`src/rtl/jtopl_eg_pkg.sv`:
```
// Shared constants and types for the OPL envelope final-stage slot controller.
// Optional feature macro used by the controller: JTOPL_EG_MUTE_EN.
package jtopl_eg_pkg;

    localparam int         EG_SLOTS_DEF = 18;
    localparam int         EG_SLOT_W    = 5;
    localparam logic [9:0] ATT_MAX      = 10'h3FF;

    typedef enum logic [1:0] {
        EG_SEL_KSLTL = 2'd0,
        EG_SEL_AM    = 2'd1,
        EG_SEL_RSV2  = 2'd2,
        EG_SEL_RSV3  = 2'd3
    } eg_sel_e;

    // Key-scale base level indexed by the top four F-number bits
    function automatic logic [6:0] ksl_lut(input logic [3:0] fnum);
        logic [6:0] v;
        case (fnum)
            4'd0:    v = 7'd0;
            4'd1:    v = 7'd32;
            4'd2:    v = 7'd40;
            4'd3:    v = 7'd45;
            4'd4:    v = 7'd48;
            4'd5:    v = 7'd51;
            4'd6:    v = 7'd53;
            4'd7:    v = 7'd55;
            4'd8:    v = 7'd56;
            4'd9:    v = 7'd58;
            4'd10:   v = 7'd59;
            4'd11:   v = 7'd60;
            4'd12:   v = 7'd61;
            4'd13:   v = 7'd62;
            4'd14:   v = 7'd63;
            default: v = 7'd64;
        endcase
        return v;
    endfunction

endpackage

```
`src/rtl/jtopl_eg_final.sv`:
```
// Envelope final stage: adds TL, key-scale level and AM to the raw envelope
// attenuation and saturates the result to 10 bits.
module jtopl_eg_final
    import jtopl_eg_pkg::*;
(
    input  logic [3:0] lfo_mod,
    input  logic [3:0] fnum,
    input  logic [2:0] block,
    input  logic       amsen,
    input  logic       ams,
    input  logic [5:0] tl,
    input  logic [1:0] ksl,
    input  logic [9:0] eg_pure_in,
    output logic [9:0] eg_limited
);

    logic [7:0]  ksl_base;
    logic [8:0]  ksl_db;
    logic [5:0]  am_final;
    logic [11:0] sum_eg;

    // A negative base (low pitch, low block) means no key scaling at all
    always_comb begin
        ksl_base = {1'b0, ksl_lut(fnum)} - {1'b0, 4'd8 - {1'b0, block}, 3'b000};
        if (ksl_base[7] || ksl == 2'd0) begin
            ksl_db = '0;
        end else begin
            ksl_db = {ksl_base[6:0], 2'b00} >> ~ksl;
        end

        if (!amsen) begin
            am_final = '0;
        end else if (ams) begin
            am_final = {lfo_mod, 2'b00};
        end else begin
            am_final = {2'b00, lfo_mod};
        end

        sum_eg = {3'b000, tl, 3'b000} + {2'b00, ksl_db, 1'b0}
               + {2'b00, eg_pure_in} + {6'd0, am_final};

        eg_limited = (sum_eg[11:10] != 2'd0) ? ATT_MAX : sum_eg[9:0];
    end

endmodule

```
`src/rtl/jtopl_eg_slot_ctrl.sv`:
```
// Round-robin slot sequencer and per-slot TL/KSL/AM store feeding jtopl_eg_final.
// Optional per-slot mute input enabled by defining JTOPL_EG_MUTE_EN.
module jtopl_eg_slot_ctrl
    import jtopl_eg_pkg::*;
#(
    parameter int SLOTS = EG_SLOTS_DEF
) (
    input  logic                 clk,
    input  logic                 rst,
    input  logic                 cen,
    input  logic                 wr_en,
    input  logic [EG_SLOT_W-1:0] wr_slot,
    input  logic [1:0]           wr_sel,
    input  logic [7:0]           wr_din,
    input  logic                 ams,
    input  logic [3:0]           lfo_mod,
    input  logic [3:0]           fnum,
    input  logic [2:0]           block,
    input  logic [9:0]           eg_pure_in,
`ifdef JTOPL_EG_MUTE_EN
    input  logic [SLOTS-1:0]     mute_mask,
`endif
    output logic [EG_SLOT_W-1:0] cur_slot,
    output logic                 frame_start,
    output logic [9:0]           att,
    output logic [EG_SLOT_W-1:0] att_slot,
    output logic                 att_valid
);

    localparam logic [EG_SLOT_W-1:0] LAST_SLOT = EG_SLOT_W'(SLOTS - 1);

    logic [5:0]           tl_q    [SLOTS];
    logic [5:0]           tl_d    [SLOTS];
    logic [1:0]           ksl_q   [SLOTS];
    logic [1:0]           ksl_d   [SLOTS];
    logic                 amsen_q [SLOTS];
    logic                 amsen_d [SLOTS];

    logic [EG_SLOT_W-1:0] cur_slot_q, cur_slot_d;
    logic [EG_SLOT_W-1:0] att_slot_q, att_slot_d;
    logic                 frame_start_q, frame_start_d;
    logic                 att_valid_q, att_valid_d;
    logic [9:0]           att_q, att_d;
    logic [9:0]           eg_limited;
    logic                 mute;
    eg_sel_e              sel;

    // Slots outside 0..SLOTS-1 never match, so out-of-range writes are dropped
    always_comb begin
        sel = eg_sel_e'(wr_sel);
        for (int i = 0; i < SLOTS; i++) begin
            tl_d[i]    = tl_q[i];
            ksl_d[i]   = ksl_q[i];
            amsen_d[i] = amsen_q[i];
            if (wr_en && wr_slot == EG_SLOT_W'(i)) begin
                if (sel == EG_SEL_KSLTL) begin
                    ksl_d[i] = wr_din[7:6];
                    tl_d[i]  = wr_din[5:0];
                end else if (sel == EG_SEL_AM) begin
                    amsen_d[i] = wr_din[7];
                end
            end
        end
    end

`ifdef JTOPL_EG_MUTE_EN
    assign mute = mute_mask[cur_slot_q];
`else
    assign mute = 1'b0;
`endif

    // Reading the next-state store forwards a same-cycle write to the evaluated slot
    jtopl_eg_final u_final (
        .lfo_mod    (lfo_mod),
        .fnum       (fnum),
        .block      (block),
        .amsen      (amsen_d[cur_slot_q]),
        .ams        (ams),
        .tl         (tl_d[cur_slot_q]),
        .ksl        (ksl_d[cur_slot_q]),
        .eg_pure_in (eg_pure_in),
        .eg_limited (eg_limited)
    );

    always_comb begin
        cur_slot_d    = cur_slot_q;
        frame_start_d = frame_start_q;
        att_d         = att_q;
        att_slot_d    = att_slot_q;
        att_valid_d   = 1'b0;
        if (cen) begin
            cur_slot_d    = (cur_slot_q == LAST_SLOT) ? '0 : cur_slot_q + 1'b1;
            frame_start_d = (cur_slot_q == LAST_SLOT);
            att_d         = mute ? ATT_MAX : eg_limited;
            att_slot_d    = cur_slot_q;
            att_valid_d   = 1'b1;
        end
    end

    always_ff @(posedge clk) begin
        if (rst) begin
            cur_slot_q    <= '0;
            frame_start_q <= 1'b0;
            att_q         <= ATT_MAX;
            att_slot_q    <= '0;
            att_valid_q   <= 1'b0;
            for (int i = 0; i < SLOTS; i++) begin
                tl_q[i]    <= '0;
                ksl_q[i]   <= '0;
                amsen_q[i] <= 1'b0;
            end
        end else begin
            cur_slot_q    <= cur_slot_d;
            frame_start_q <= frame_start_d;
            att_q         <= att_d;
            att_slot_q    <= att_slot_d;
            att_valid_q   <= att_valid_d;
            for (int i = 0; i < SLOTS; i++) begin
                tl_q[i]    <= tl_d[i];
                ksl_q[i]   <= ksl_d[i];
                amsen_q[i] <= amsen_d[i];
            end
        end
    end

    assign cur_slot    = cur_slot_q;
    assign frame_start = frame_start_q;
    assign att         = att_q;
    assign att_slot    = att_slot_q;
    assign att_valid   = att_valid_q;

endmodule
```
`config.mk`:
```
export PLATFORM = sky130hd
export DESIGN_NAME = jtopl_eg_slot_ctrl
export DESIGN_NICKNAME = d
export VERILOG_FILES = /design/src/rtl/jtopl_eg_pkg.sv /design/src/rtl/jtopl_eg_final.sv /design/src/rtl/jtopl_eg_slot_ctrl.sv
export SDC_FILE = /design/constraint.sdc
export NUM_CORES = 1
export LEC_CHECK = 0
export ABC_CLOCK_PERIOD_IN_PS = 15700
export BUFFER_PORTS_ARGS = -buffer_cell sky130_fd_sc_hd__buf_4
export CAP_MARGIN = 10
export CORE_MARGIN = 5
export CORE_UTILIZATION = 55
export DETAILED_ROUTE_END_ITERATION = 8
export PLACE_DENSITY = 0.73
export SLEW_MARGIN = 20
export SYNTH_ARGS = -nofsm -noshare
export SYNTH_HDL_FRONTEND = slang
export SYNTH_HIERARCHICAL = 1
export SYNTH_SLANG_ARGS = --single-unit
```
`constraint.sdc`:
```
create_clock -name clk -period 15.7 [get_ports clk]
set_input_delay 1.57 -clock clk [delete_from_list [all_inputs] [get_ports clk]]
set_output_delay 1.57 -clock clk [all_outputs]
set_load 0.005 [all_outputs]
```
==> flow_summary_export.csv <==
group,metric,value,unit
grt,grt.overflow.total,0,
detailed_routing,viasPerCell,5.93,
setup_path,r2r_cells,20,
timing,tns,0,ns
grt,track_usage,0.249,
setup_path,crit_family,"simple AND/OR/NAND/NOR gates",
power,pwr-share-comb,0.088,
setup_path,cp.arrival,7.78,ns
detailed_routing,wl_per_cell,19.1,µm
timing,fmax,134,MHz
die,die-area,19900,µm²
die,die_x,141,µm
power,p_leak,5.00,nW
layout,final_cells,1294,
detailed_routing,drc,0,
clock_network,cts_buffer_depth,2,
worst_hold_path,hold_class,"register to register",
power,clockPowerShare,0.426,
grt,grt_pass1_wl,39600,µm
detailed_routing,first_pass_iters,5,
timing,min_period_over_period,0.475,
setup_path,crit_cells,22,
timing,maxSlewHeadroom,0.368,
timing,drv_slew,0,
worst_hold_path,hold_depth,2,
timing,setup_violations,0,
setup_path,cp_cell_sequence,"buf_4, nor4b_4, nand2_2, mux2i_1, o22ai_1, nor4_1, nand3_1, inv_1, nand2_1, nand3_1, o211ai_1, fa_1, inv_1, fa_1, inv_1, fa_1, and2b_4, o2111ai_2, a21boi_1, o311a_1, o2111ai_2, a211o_1",
placement,hpwl,17100,µm
detailed_routing,finalWirelength,24700,µm
die,die_y,141,µm
setup_path,cp_num_buf_inv,4,
clock_network,clk_latency,0.43,ns
power,switching_share,0.252,
synthesis,synth_area,9430,µm²
die,core-area,16700,µm²
grt,antenna_found_initial,0,
power,power.density,92.7,nW/µm²
setup_path,cp_slowest_stage_delay,0.63,ns
layout,nets,1144,
power,peakVddDrop,0.0861,mV
layout,drive_gt1_frac,0.127,
clock_network,hold_buffers,0,
setup_path,startpoint_type,"primary input",
setup_path,worst-endpoint-required,16.03,ns
clock_network,htreeDepth,4,
power,internal_power,0.000728,W
synthesis,yosys_register_bits,184,
synthesis,yosys_warnings,6,
setup_path,cp_max_fo,11,
layout,antenna_cells,0,
flow_run,maxCapViolCount,0,
power,p_seq_frac,0.487,
synthesis,seq_area_frac_synth,0.391,
clock_network,cts_inserted_buffers,17,
layout,final_cell_mix,"184 x nor2_1, 184 x dfxtp_1, 166 x mux2i_1",
placement,placed_cells,1263,
power,p_sw,0.000246,W
status,status,"complete, no violations",
synthesis,synthCells,1042,
grt,grt_pass1_vias,7290,
detailed_routing,vias,7675,
synthesis,ys_types,71,
timing,final_hold_viol_count,0,
synthesis,avgSynthCellArea,9.05,µm²
timing,post-route-min-period,7.45,ns
clock_network,cts.sinks,184,
setup_path,critPathSlowestCell,"nor4b_4",
clock_network,post-cts-setup-buffers,0,
setup_path,worst_setup_path_end_kind,"register",
timing,worstMarginPinSlew,0.936,ns
timing,fin_skew,0.00906,ns
synthesis,ys.flop_type,"dfxtp_1",
timing,rsz0062_at_grt,"false",
setup_path,path_class,"primary input to register",
layout,area_growth,11.3,%
clock_network,cts_tree,"yes",
detailed_routing,drtAntennaViolNets,0,
clock_network,post_cts_resized,0,
synthesis,async_flop_share,0,
die,start_util,0.565,
grt,grt_max_degree,115,
clock_network,cts-root-buf,"clkbuf_16",
detailed_routing,drt_iter0_drc,699,
placement,port_buffers,62,
synthesis,synth_nets,1124,
synthesis,synth_edf_count,0,
die,io_pins,63,
placement,gp_congestion,0.895,
clock_network,cts.clk_slew.worst_paths,0.07,ns
die,rows,47,
==> path summary, 6_finish.rpt <==
check	from	endpoint	slack, ns
setup / recovery	wr_slot[0]	att[9]	8.25
hold / removal	amsen_q[3]	amsen_q[3]	0.45
setup reg to reg	cur_slot[4]	att[9]	8.87
hold reg to reg	amsen_q[3]	amsen_q[3]	0.45
==> power groups by stage <==
stage	combinational, W	clock [W]	sequential (W)
after floorplan	0.0000561	0	0.000483
after global placement	0.0000833	0	0.000484
after detailed placement	0.0000840	0	0.000484
after CTS	0.0000845	0.000418	0.000474
after global routing	0.0000934	0.000437	0.000474
final	0.0000852	0.000415	0.000474
==> cell families after synthesis <==
| kind of cell | synth area share |
|---|---|
| AND/OR/NAND/NOR | 0.198 |
| flip-flops | 0.391 |
| multiplexers | 0.182 |
| AO/OA/AOI/OAI | 0.109 |
| buffers and inverters | 0.0483 |
| adder cells (fa/ha/maj) | 0.0655 |
| XOR/XNOR | 0.00650 |
==> tightest hold or removal path: cells and delay by family (launching register included) <==
family           cells  cell delay [ns]
flip-flops           1             0.31
AND/OR/NAND/NOR      1             0.05
AO/OA/AOI/OAI        1             0.05
==> layout make-up <==
class	count	area (µm²)
Clock inverter	11	115
Timing Repair Buffer	68	514
Clock buffer	20	447
Inverter	46	173
Fill cell	1469	6200
Sequential cell	184	3680
Multi-Input combinational cell	745	5290
Tap cell	220	275
==> synth_stat cells (all sizes together) (16+ instances only) <==
cell type / n / area share
a21oi: 20 / 0.011
buf: 16 / 0.0096
clkbuf: 51 / 0.020
dfxtp: 184 / 0.39
ha: 27 / 0.036
inv: 45 / 0.018
mux2i: 166 / 0.18
nand2: 69 / 0.031
nand3: 35 / 0.019
nor2: 185 / 0.074
nor2b: 18 / 0.012
o22ai: 60 / 0.040
==> per-layer routing <==
| layer | routed length (µm) | GRT usage |
|---|---|---|
| met1 | 11500 | 0.352 |
| met5 | 0 | 0 |
| met3 | 1250 | 0.0423 |
| met2 | 11300 | 0.389 |
| met4 | 581 | 0.0821 |
==> flip-flops by register name, summed over array words and instances, names as in the netlist <==
register	flops
amsen_q	18
att	10
att_slot	5
att_valid	1
cur_slot	5
frame_start	1
ksl_q	36
tl_q	108
==> through the flow <==
step	worst slack, ns	power [W]	hold slack (ns)	area, µm²	utilization
2_1_floorplan	9.06	0.000539	0.427	9430	-
3_3_place_gp	8.00	0.000568	0.437	9930	0.595
3_5_place_dp	7.93	0.000569	0.446	9930	0.595
4_1_cts	8.31	0.000976	0.454	10500	0.628
5_1_grt	7.85	0.00100	0.475	10500	0.629
6_report	8.25	0.000974	0.449	10500	0.629
Note: power is estimated with default switching activity, not from simulation.
